## config.mk

```make
export PLATFORM = sky130hd
export DESIGN_NAME = req_encoder_rr
export DESIGN_NICKNAME = d
export VERILOG_FILES = /design/src/rtl/req_encoder_rr.sv
export SDC_FILE = /design/constraint.sdc
export NUM_CORES = 1
export LEC_CHECK = 0
export ABC_AREA = 1
export BUFFER_PORTS_ARGS = -buffer_cell sky130_fd_sc_hd__buf_2
export CAP_MARGIN = 20
export CORE_MARGIN = 5
export CORE_UTILIZATION = 54
export DETAILED_ROUTE_END_ITERATION = 8
export HOLD_SLACK_MARGIN = 0.03
export PLACE_DENSITY = 0.91
export SETUP_SLACK_MARGIN = 0.4
export SLEW_MARGIN = 0
export SYNTH_ARGS = -nofsm -noshare
export SYNTH_HDL_FRONTEND = slang
export SYNTH_SLANG_ARGS = --single-unit
```

## constraint.sdc

```tcl
create_clock -name clk -period 3.82 [get_ports clk]
set_clock_uncertainty 0.1 [all_clocks]
set_input_delay 0.764 -clock clk [delete_from_list [all_inputs] [get_ports clk]]
set_output_delay 0.764 -clock clk [all_outputs]
set_load 0.005 [all_outputs]
```

## src/rtl/req_encoder_rr.sv

```systemverilog
// ---------------------------------------------------------------------------
// req_encoder_rr
//
// Registered request encoder. Request lines are ORed into a pending register
// every cycle, and one pending index at a time is offered to a single
// consumer over a valid/ready handshake. Each accepted index clears its
// pending bit on the same edge. Selection is either fixed priority (lowest
// index wins) or round-robin starting just after the last accepted index.
//
// Parameters:
//   N      number of request lines (>= 2, any value)
//   RR     0 = fixed priority (index 0 highest), 1 = round-robin
//   IDX_W  index width, derived from N
//
// Ports:
//   clk        rising-edge clock
//   rst_n      asynchronous active-low reset
//   req        request bits, ORed into pending every edge
//   clr        synchronous clear of pending, offer and overflow state
//   out_ready  consumer accepts out_idx this cycle
//   out_valid  out_idx holds a valid pending index (registered)
//   out_idx    offered index (registered)
//   pending    pending register, including the bit currently offered
//   ovf        sticky flag: a request arrived for a bit already pending
// ---------------------------------------------------------------------------
module req_encoder_rr #(
  parameter  int N     = 8,
  parameter  int RR    = 0,
  localparam int IDX_W = $clog2(N)
) (
  input  logic             clk,
  input  logic             rst_n,
  input  logic [N-1:0]     req,
  input  logic             clr,
  input  logic             out_ready,
  output logic             out_valid,
  output logic [IDX_W-1:0] out_idx,
  output logic [N-1:0]     pending,
  output logic             ovf
);

  typedef enum logic {
    IDLE  = 1'b0,
    OFFER = 1'b1
  } state_t;

  state_t           state, state_n;
  logic [IDX_W-1:0] idx_n;
  logic [N-1:0]     pend_n;
  logic             ovf_n;
  logic [IDX_W-1:0] ptr, ptr_n;

  logic             transfer;
  logic [N-1:0]     take;
  logic [N-1:0]     pend_next;
  logic [N-1:0]     offer_mask;
  logic [N-1:0]     cand;
  logic [IDX_W-1:0] ptr_next;
  logic             dup;
  logic [IDX_W-1:0] sel;

  // First set bit of c at or above start, wrapping past N-1 back to 0.
  // With start = 0 this is plain lowest-index-first priority.
  function automatic logic [IDX_W-1:0] pick(input logic [N-1:0] c,
                                            input logic [IDX_W-1:0] start);
    logic [IDX_W-1:0] r;
    logic             found;
    int               j;
    r     = '0;
    found = 1'b0;
    for (int k = 0; k < N; k++) begin
      j = int'(start) + k;
      if (j >= N) j = j - N;
      if (!found && c[j]) begin
        r     = IDX_W'(j);
        found = 1'b1;
      end
    end
    return r;
  endfunction

  assign out_valid = (state == OFFER);

  // Datapath shared by both states. The pointer used for selection is the
  // post-transfer value so a back-to-back reload already starts the search
  // just after the index being accepted; the wrap is at N, not 2^IDX_W.
  always_comb begin
    transfer   = out_valid && out_ready;
    take       = transfer ? (N'(1) << out_idx) : '0;
    pend_next  = (pending & ~take) | req;
    offer_mask = (out_valid && !out_ready) ? (N'(1) << out_idx) : '0;
    cand       = pend_next & ~offer_mask;
    if (transfer)
      ptr_next = (out_idx == IDX_W'(N - 1)) ? '0 : out_idx + IDX_W'(1);
    else
      ptr_next = ptr;
    // A request for a bit that stays pending is merged and flagged; a request
    // for the bit being taken this edge is a fresh request, not a duplicate.
    dup = |(req & pending & ~take);
    sel = (RR != 0) ? pick(cand, ptr_next) : pick(cand, '0);
  end

  // Next-state logic. A held offer is never preempted by newer requests;
  // clr wins over both new requests and a transfer on the same edge, and
  // leaves the round-robin pointer where it was.
  always_comb begin
    state_n = state;
    idx_n   = out_idx;
    pend_n  = pend_next;
    ovf_n   = ovf | dup;
    ptr_n   = ptr_next;
    if (clr) begin
      state_n = IDLE;
      pend_n  = '0;
      ovf_n   = 1'b0;
      ptr_n   = ptr;
    end else begin
      unique case (state)
        IDLE: begin
          if (|cand) begin
            idx_n   = sel;
            state_n = OFFER;
          end
        end
        OFFER: begin
          if (out_ready) begin
            if (|cand) idx_n = sel;
            else       state_n = IDLE;
          end
        end
        default: state_n = IDLE;
      endcase
    end
  end

  // State register; reset drops any offer and discards all pending requests.
  always_ff @(posedge clk or negedge rst_n) begin
    if (!rst_n) begin
      state   <= IDLE;
      out_idx <= '0;
      pending <= '0;
      ovf     <= 1'b0;
      ptr     <= '0;
    end else begin
      state   <= state_n;
      out_idx <= idx_n;
      pending <= pend_n;
      ovf     <= ovf_n;
      ptr     <= ptr_n;
    end
  end

endmodule

```

==> impl_results.html, run 1 <==
<table>
<tr><th>Metric</th><th>Value</th></tr>
<tr><th colspan="2">STA</th></tr>
<tr><td>Worst-case hold slack</td><td>0.2338 ns</td></tr>
<tr><td>Worst slew pin tran</td><td>0.3930 ns</td></tr>
<tr><td>Max-slew violation count</td><td>0</td></tr>
<tr><td>Final period demand of the worst path</td><td>1.934 ns</td></tr>
<tr><td>Maximum clock frequency</td><td>0.5169 GHz</td></tr>
<tr><td>Number of hold violations in the final report</td><td>0</td></tr>
<tr><td>RSZ-0062 raised after global routing</td><td>no</td></tr>
<tr><td>PnR worst setup slack</td><td>1.886 ns</td></tr>
<tr><td>Final total negative setup slack</td><td>0 ns</td></tr>
<tr><td>Relative slew slack</td><td>73.77%</td></tr>
<tr><td>Part of the cycle the worst path needs</td><td>50.64%</td></tr>
<tr><td>Final number of setup-violating endpoints</td><td>0</td></tr>
<tr><th colspan="2">Setup path</th></tr>
<tr><td>Worst flop-to-flop path endpoint</td><td>out_idx[0]</td></tr>
<tr><td>Data arrival, critical path</td><td>2.02 ns</td></tr>
<tr><td>Kind of start point of the critical path</td><td>input pin</td></tr>
<tr><td>Critical path required time</td><td>3.90 ns</td></tr>
<tr><td>Critical path type</td><td>in2reg</td></tr>
<tr><td>Beginning of the critical path</td><td>out_ready</td></tr>
<tr><td>Worst reg-to-reg setup slack</td><td>1.95 ns</td></tr>
<tr><td>Worst R2R Start</td><td>out_idx[1]</td></tr>
<tr><td>Cells on worst reg2reg path</td><td>10</td></tr>
<tr><td>Crit path to</td><td>out_idx[0]</td></tr>
<tr><td>Setup crit end kind</td><td>flop</td></tr>
<tr><td>Largest fanout on the critical path</td><td>10</td></tr>
<tr><th colspan="2">Logic synthesis</th></tr>
<tr><td>Synth cell types</td><td>17</td></tr>
<tr><td>Mapped Cells</td><td>128</td></tr>
<tr><td>Synth Flop Type</td><td>sky130_fd_sc_hd__dfrtp_1</td></tr>
<tr><td>Number of storage elements in the synthesis netlist</td><td>13</td></tr>
<tr><td>Biggest area consumer among synthesized cells</td><td>sky130_fd_sc_hd__dfrtp_1</td></tr>
<tr><td>Synth Cell Area</td><td>877.1 sq um</td></tr>
<tr><td>Average cell area after synthesis</td><td>6.852 sq um</td></tr>
<tr><td>Most frequent cell after synthesis</td><td>sky130_fd_sc_hd__nand2_1</td></tr>
<tr><td>Share of the yosys chip area belonging to registers</td><td>37.09%</td></tr>
<tr><td>Leading post-synthesis cells by instance count</td><td>30 x sky130_fd_sc_hd__nand2_1, 17 x sky130_fd_sc_hd__inv_1, 17 x sky130_fd_sc_hd__nand3_1</td></tr>
<tr><td>Ys Warns</td><td>0</td></tr>
<tr><td>Number of synthesized flops with an enable pin</td><td>0</td></tr>
<tr><td>Top-area cell type share of the netlist area</td><td>37.09%</td></tr>
<tr><td>Top area cells in the synthesized netlist</td><td>sky130_fd_sc_hd__dfrtp_1 37%, sky130_fd_sc_hd__nand2_1 13%, sky130_fd_sc_hd__nand3_1 9.7%</td></tr>
<tr><td>Synth Net Count</td><td>140</td></tr>
<tr><td>Share of flip-flops with an asynchronous set or reset</td><td>100.0%</td></tr>
<tr><th colspan="2">Pwr</th></tr>
<tr><td>Post-route total power</td><td>0.3431 mW</td></tr>
<tr><td>Power per Cell Area</td><td>334.4 nW/um^2</td></tr>
<tr><td>Reported leakage power</td><td>0.5718 nW</td></tr>
<tr><td>IR drop worst, VDD</td><td>246.1 uV</td></tr>
<tr><th colspan="2">Final layout</th></tr>
<tr><td>Storage element area</td><td>325.3 sq um</td></tr>
<tr><td>Final cell area excluding filler cells</td><td>1026 sq um</td></tr>
<tr><td>Layout area overhead</td><td>16.98%</td></tr>
<tr><td>Number of nets at the end of the flow</td><td>167</td></tr>
<tr><td>Share of cells above drive strength 1</td><td>33.77%</td></tr>
<tr><td>Final cell count without fillers</td><td>170</td></tr>
<tr><td>Filler Cell Count</td><td>144</td></tr>
<tr><td>Post-Route Utilization</td><td>67.32%</td></tr>
<tr><td>Total area of multi-input combinational cells</td><td>454.2 sq um</td></tr>
<tr><td>Number of inserted diodes</td><td>0</td></tr>
<tr><th colspan="2">Global route</th></tr>
<tr><td>Remaining global-route overflow</td><td>0</td></tr>
<tr><td>Largest net degree at the start of global routing</td><td>14</td></tr>
<tr><td>Number of antenna violations at the first check in global routing</td><td>0</td></tr>
<tr><td>Wire length of the first global-routing pass</td><td>3.753 mm</td></tr>
<tr><td>Via count of the first global-routing pass</td><td>883</td></tr>
<tr><td>Global-route total usage across every layer</td><td>19.17%</td></tr>
<tr><th colspan="2">Placement</th></tr>
<tr><td>Post-detailed-placement cell area</td><td>998.5 sq um</td></tr>
<tr><td>HPWL after detailed placement</td><td>1.655 mm</td></tr>
<tr><td>Global placement routability congestion</td><td>0.8396</td></tr>
<tr><td>Port Buffer Count</td><td>24</td></tr>
<tr><td>DP Cell Count</td><td>166</td></tr>
<tr><td>Worst slack after detailed placement</td><td>1.596 ns</td></tr>
<tr><th colspan="2">Clocking</th></tr>
<tr><td>Clk_lat worst skew</td><td>0.30 ns</td></tr>
<tr><td>Number of hold buffers added after cts</td><td>0</td></tr>
<tr><td>Clock transition at the registers of the reported paths</td><td>0.10 ns</td></tr>
<tr><td>Number of buffers on the longest clock path</td><td>2</td></tr>
<tr><td>Buffers inserted by post-CTS timing repair</td><td>0</td></tr>
<tr><td>Buffer cell driving the clock tree root</td><td>sky130_fd_sc_hd__clkbuf_4</td></tr>
<tr><td>Total clock buffers created by CTS</td><td>3</td></tr>
<tr><td>TritonCTS clock tree</td><td>built</td></tr>
<tr><td>H-tree depth</td><td>1</td></tr>
<tr><td>Post-CTS Resized</td><td>0</td></tr>
<tr><td>Number of clock sinks seen by CTS</td><td>13</td></tr>
<tr><th colspan="2">Die</th></tr>
<tr><td>Number of top-level design ports</td><td>25</td></tr>
<tr><td>Total Die Area</td><td>2530 sq um</td></tr>
<tr><td>Floorplan Core Area</td><td>1524 sq um</td></tr>
<tr><td>Count of standard-cell rows</td><td>14</td></tr>
<tr><td>Starting density of the core</td><td>57.55%</td></tr>
<tr><td>Die extent in y</td><td>50.30 um</td></tr>
<tr><td>Die extent in x</td><td>50.30 um</td></tr>
<tr><th colspan="2">Job</th></tr>
<tr><td>Max-cap violation count</td><td>0</td></tr>
<tr><th colspan="2">Routing</th></tr>
<tr><td>First-iteration detailed-routing DRC count</td><td>32</td></tr>
<tr><td>Length of the first detailed-routing pass in iterations</td><td>4</td></tr>
<tr><td>Wirelength per Cell</td><td>12.46 um</td></tr>
<tr><td>Vias</td><td>921</td></tr>
<tr><td>Number of nets with antenna violations after detailed routing</td><td>0</td></tr>
<tr><td>Mean number of vias per cell</td><td>5.418</td></tr>
<tr><td>Drt drc</td><td>0</td></tr>
<tr><td>Detailed-route wire length</td><td>2.118 mm</td></tr>
<tr><th colspan="2">Hold path</th></tr>
<tr><td>Worst min-delay path category</td><td>in2async</td></tr>
<tr><th colspan="2">Status</th></tr>
<tr><td>Outcome</td><td>complete, no violations</td></tr>
</table>
[power breakdown]
group          leakage [nW]  switching (mW)  internal [mW]
clock                0.0177          0.0545         0.0391
sequential            0.161          0.0126          0.148
combinational         0.393          0.0554         0.0331
[worst max-delay path: stages]
cell and delay, ns:
sky130_fd_sc_hd__buf_2 0.11, sky130_fd_sc_hd__nor2_2 0.33, sky130_fd_sc_hd__nand3_1 0.15, sky130_fd_sc_hd__nand2_2 0.13, sky130_fd_sc_hd__nand2_2 0.07, sky130_fd_sc_hd__nor2_4 0.15, sky130_fd_sc_hd__nand2_2 0.11, sky130_fd_sc_hd__a21oi_1 0.13
sky130_fd_sc_hd__nor2_1 0.06
[worst min-delay path by stage]
| stage | to | cells after the start |
|---|---|---|
| finish | pending[6] | 1 |
| global route | pending[6] | 1 |
| CTS | pending[6] | 1 |
| detailed placement | ovf | 2 |
| global placement | ovf | 2 |
| floorplan | out_idx[0] | 0 |
[metal layers]
layer / vias to the layer above / GRT usage [%] / routed length [um]
li1: 458 / - / -
met1: 415 / 23.53 / 898
met2: 37 / 31.17 / 1007
met3: 11 / 4.438 / 152
met4: 0 / 9.787 / 60
met5: - / 0 / 0
[kinds of logic after synthesis]
group                  count (synthesis)  share of synthesized area, %
and+or+nand+nor                       76                         42.22
buffers and inverters                 23                         11.13
AOI/OAI and AO/OA                     16                         9.558
DFF                                   13                         37.09
[cell usage in the layout (no fill, tap or decap), drive strengths merged]
| cell type | count |
|---|---|
| nor3 | 1 |
| inv | 21 |
| dfrtp | 13 |
| nand3 | 19 |
| buf | 24 |
| o22ai | 3 |
| nand2 | 43 |
| a21oi | 8 |
| clkinv | 1 |
| o21ai | 5 |
| nor2 | 13 |
| clkbuf | 3 |
[layout make-up]
class,instances,area share [%]
clock buffer,3,2.195
clock inverter,1,0.4878
inverter,21,7.683
multi-input combinational,92,44.27
sequential,13,31.71
tap,16,1.951
timing repair buffer,24,11.71
[sequential cells by signal (all words and copies together), names as in the netlist]
name       flops
out_valid      1
ovf            1
pending        8
out_idx        3
Note: power is estimated with default switching activity, not from simulation.
==> run 2, diff against run 1 <==
Settings changed: CORE_UTILIZATION 54 to 50, PLACE_DENSITY 0.91 to 0.86.
Clock period 3.82 ns to 1.82 ns, I/O delays scaled along.
==> run 2 against run 1 <==
  * Largest power group unchanged
  * Non-clock buffer count grew 16
  * Clock power grew 120%
  * Highest routed layer unchanged
  * The run now ends with negative setup slack left
  * Critical path type is now reg2reg
  * Via count grew 18%
  * Global-route usage grew 2.7 points
  * Worst setup slack lost 1.9 ns
  * Routed wire length grew 48%
  * Sequential share of layout area shrank 5.7 points
  * Clock-buffer cell count grew 1
  * Total power grew 150%
==> impl_results.html, run 2 (synthesis results as in run 1) <==
<table>
<tr><th>Metric</th><th>Value</th></tr>
<tr><th colspan="2">Status</th></tr>
<tr><td>Outcome</td><td>finished with violations</td></tr>
<tr><td>Violations in the final reports</td><td>negative setup slack</td></tr>
<tr><th colspan="2">Clocking</th></tr>
<tr><td>Clk_lat worst skew</td><td>0.30 ns</td></tr>
<tr><td>H-tree depth</td><td>1</td></tr>
<tr><td>Total clock buffers created by CTS</td><td>3</td></tr>
<tr><td>Buffer cell driving the clock tree root</td><td>sky130_fd_sc_hd__clkbuf_4</td></tr>
<tr><td>TritonCTS clock tree</td><td>built</td></tr>
<tr><td>Number of clock sinks seen by CTS</td><td>13</td></tr>
<tr><td>Number of buffers on the longest clock path</td><td>2</td></tr>
<tr><td>Clock transition at the registers of the reported paths</td><td>0.10 ns</td></tr>
<tr><th colspan="2">Routing</th></tr>
<tr><td>Wirelength per Cell</td><td>16.77 um</td></tr>
<tr><td>Drt drc</td><td>0</td></tr>
<tr><td>Number of nets with antenna violations after detailed routing</td><td>0</td></tr>
<tr><td>First-iteration detailed-routing DRC count</td><td>85</td></tr>
<tr><td>Length of the first detailed-routing pass in iterations</td><td>5</td></tr>
<tr><td>Mean number of vias per cell</td><td>5.834</td></tr>
<tr><td>Vias</td><td>1091</td></tr>
<tr><td>Detailed-route wire length</td><td>3.136 mm</td></tr>
<tr><th colspan="2">Final layout</th></tr>
<tr><td>Max reg flops</td><td>8</td></tr>
<tr><td>Reg with most FFs</td><td>pending</td></tr>
<tr><td>Filler Cell Count</td><td>112</td></tr>
<tr><td>Total area of multi-input combinational cells</td><td>549.3 sq um</td></tr>
<tr><td>Registers with the highest flip-flop counts</td><td>pending (8), out_idx (3)</td></tr>
<tr><td>Layout area overhead</td><td>44.36%</td></tr>
<tr><td>Number of inserted diodes</td><td>0</td></tr>
<tr><td>Share of cells above drive strength 1</td><td>51.76%</td></tr>
<tr><td>Highest-count cells in the layout ignoring fill and taps</td><td>22 x sky130_fd_sc_hd__nand2_2, 22 x sky130_fd_sc_hd__buf_2, 19 x sky130_fd_sc_hd__nand2_1</td></tr>
<tr><td>Number of nets at the end of the flow</td><td>183</td></tr>
<tr><td>Storage element area</td><td>329.1 sq um</td></tr>
<tr><td>Post-Route Utilization</td><td>74.96%</td></tr>
<tr><th colspan="2">Global route</th></tr>
<tr><td>Wire length of the first global-routing pass</td><td>4.360 mm</td></tr>
<tr><td>Largest net degree at the start of global routing</td><td>14</td></tr>
<tr><td>Global-route total usage across every layer</td><td>21.83%</td></tr>
<tr><td>Remaining global-route overflow</td><td>0</td></tr>
<tr><td>Via count of the first global-routing pass</td><td>940</td></tr>
<tr><td>Number of antenna violations at the first check in global routing</td><td>0</td></tr>
<tr><th colspan="2">Setup path</th></tr>
<tr><td>Critical path type</td><td>reg2reg</td></tr>
<tr><td>Cells traversed along the worst timing path</td><td>buf_4 &gt; nor2_4 &gt; nand3_2 &gt; nand2_2 &gt; nand2_2 &gt; nand2_2 &gt; nand2_2 &gt; nor2_4 &gt; nand2_4 &gt; nand2_2 &gt; nand2_1 &gt; nand2_1 &gt; inv_1</td></tr>
<tr><td>Critical path required time</td><td>1.91 ns</td></tr>
<tr><td>Beginning of the critical path</td><td>out_idx[1]</td></tr>
<tr><td>Critical Path Most Common Cell</td><td>sky130_fd_sc_hd__nand2_2</td></tr>
<tr><td>Critical Path Slowest Stage Cell</td><td>sky130_fd_sc_hd__dfrtp_2</td></tr>
<tr><td>Worst R2R Start</td><td>out_idx[1]</td></tr>
<tr><td>Kind of start point of the critical path</td><td>flop</td></tr>
<tr><td>Worst path buffer plus inverter count</td><td>2</td></tr>
<tr><td>Largest fanout on the critical path</td><td>6</td></tr>
<tr><td>Cell type group with the largest total delay on the critical path</td><td>simple AND/OR/NAND/NOR gates</td></tr>
<tr><td>Data arrival, critical path</td><td>1.97 ns</td></tr>
<tr><td>Setup crit end kind</td><td>flop</td></tr>
<tr><td>Delay of the slowest cell on the worst path</td><td>0.49 ns</td></tr>
<tr><th colspan="2">STA</th></tr>
<tr><td>RSZ-0062 raised after global routing</td><td>yes</td></tr>
<tr><td>Max-slew violation count</td><td>0</td></tr>
<tr><td>Part of the cycle the worst path needs</td><td>103.2%</td></tr>
<tr><td>Relative slew slack</td><td>74.77%</td></tr>
<tr><td>Maximum clock frequency</td><td>0.5326 GHz</td></tr>
<tr><td>Number of hold violations in the final report</td><td>0</td></tr>
<tr><td>Worst-case hold slack</td><td>0.2620 ns</td></tr>
<tr><td>Worst slew pin tran</td><td>0.3770 ns</td></tr>
<tr><td>PnR worst setup slack</td><td>-0.05763 ns</td></tr>
<tr><td>Final number of setup-violating endpoints</td><td>4</td></tr>
<tr><td>Final period demand of the worst path</td><td>1.878 ns</td></tr>
<tr><td>Final total negative setup slack</td><td>-0.1421 ns</td></tr>
<tr><th colspan="2">Hold path</th></tr>
<tr><td>Worst min-delay path category</td><td>in2reg</td></tr>
<tr><td>Worst hold start</td><td>req[0]</td></tr>
<tr><th colspan="2">Placement</th></tr>
<tr><td>Global placement routability congestion</td><td>0.9410</td></tr>
<tr><td>HPWL after detailed placement</td><td>1.633 mm</td></tr>
<tr><td>Worst slack after detailed placement</td><td>0.03671 ns</td></tr>
<tr><td>Port Buffer Count</td><td>24</td></tr>
<tr><th colspan="2">Die</th></tr>
<tr><td>Floorplan Core Area</td><td>1689 sq um</td></tr>
<tr><td>Total Die Area</td><td>2692 sq um</td></tr>
<tr><td>Die extent in y</td><td>51.88 um</td></tr>
<tr><td>Starting density of the core</td><td>51.93%</td></tr>
<tr><td>Die extent in x</td><td>51.88 um</td></tr>
<tr><td>Number of top-level design ports</td><td>25</td></tr>
<tr><td>Count of standard-cell rows</td><td>15</td></tr>
<tr><th colspan="2">Job</th></tr>
<tr><td>Max-cap violation count</td><td>0</td></tr>
<tr><th colspan="2">Pwr</th></tr>
<tr><td>Power per Cell Area</td><td>674.9 nW/um^2</td></tr>
<tr><td>IR drop worst, VDD</td><td>417.5 uV</td></tr>
<tr><td>Reported leakage power</td><td>0.6752 nW</td></tr>
</table>
-- run 2: layer usage --
| metal | vias to the layer above | wire length (um) | GRT usage (%) |
|---|---|---|---|
| met1 | 487 | 1187 | 27.50 |
| met2 | 90 | 1527 | 35.56 |
| met4 | 0 | 141 | 9.170 |
| met3 | 23 | 280 | 4.871 |
| li1 | 491 | - | - |
| met5 | - | 0 | 0 |
-- run 2: path summary, 6_finish.rpt --
kind | to | slack (ns) | depth (start not counted)
max in group asynchronous | out_idx[2] | 0.99 | 2
worst min register to register | ovf | 0.40 | 2
worst max register to register | out_idx[1] | -0.06 | 13
worst min-delay path | pending[0] | 0.26 | 3
min in group asynchronous | pending[0] | 0.37 | 2
worst max-delay path | out_idx[1] | -0.06 | 13
-- run 2: report_power, final --
part           switching, mW  internal, mW
Sequential            0.0374         0.313
Clock                  0.119        0.0855
Combinational          0.167         0.133
-- run 2: what timing repair did --
action                                 in CTS  in global routing
buffers inserted                            3                 11
gates resized for setup                     6                 20
pin swaps                                   5                 16
setup endpoints to repair                   6                  8
hold buffers                                1                  0
endpoints found under the hold margin      13                  0
gates cloned                                0                  0
-- run 2: cell type report --
type | count | share of cell area (%)
tap | 17 | 1.680
inverter | 21 | 6.423
timing repair buffer | 40 | 20.45
sequential | 13 | 25.99
multi-input combinational | 92 | 43.38
clock buffer | 4 | 2.075
-- run 2: stage by stage --
stage	total power, mW	area (sq um)	std cells
6_report	0.8545	1266	187
3_3_place_gp	0.5388	1032	168
3_5_place_dp	0.5457	1032	168
5_1_grt	0.9042	1266	187
2_1_floorplan	0.4784	902.1	128
4_1_cts	0.7533	1110	176
-- run 2: worst reg2reg max path, cell delays in order, from the launching register on --
cell                      delay, ns
sky130_fd_sc_hd__dfrtp_2       0.49
sky130_fd_sc_hd__buf_4         0.18
sky130_fd_sc_hd__nor2_4        0.14
sky130_fd_sc_hd__nand3_2       0.11
sky130_fd_sc_hd__nand2_2       0.10
sky130_fd_sc_hd__nand2_2       0.05
sky130_fd_sc_hd__nand2_2       0.08
sky130_fd_sc_hd__nand2_2       0.07
sky130_fd_sc_hd__nor2_4        0.16
sky130_fd_sc_hd__nand2_4       0.09
sky130_fd_sc_hd__nand2_2       0.06
sky130_fd_sc_hd__nand2_1       0.05
sky130_fd_sc_hd__nand2_1       0.06
sky130_fd_sc_hd__inv_1         0.05
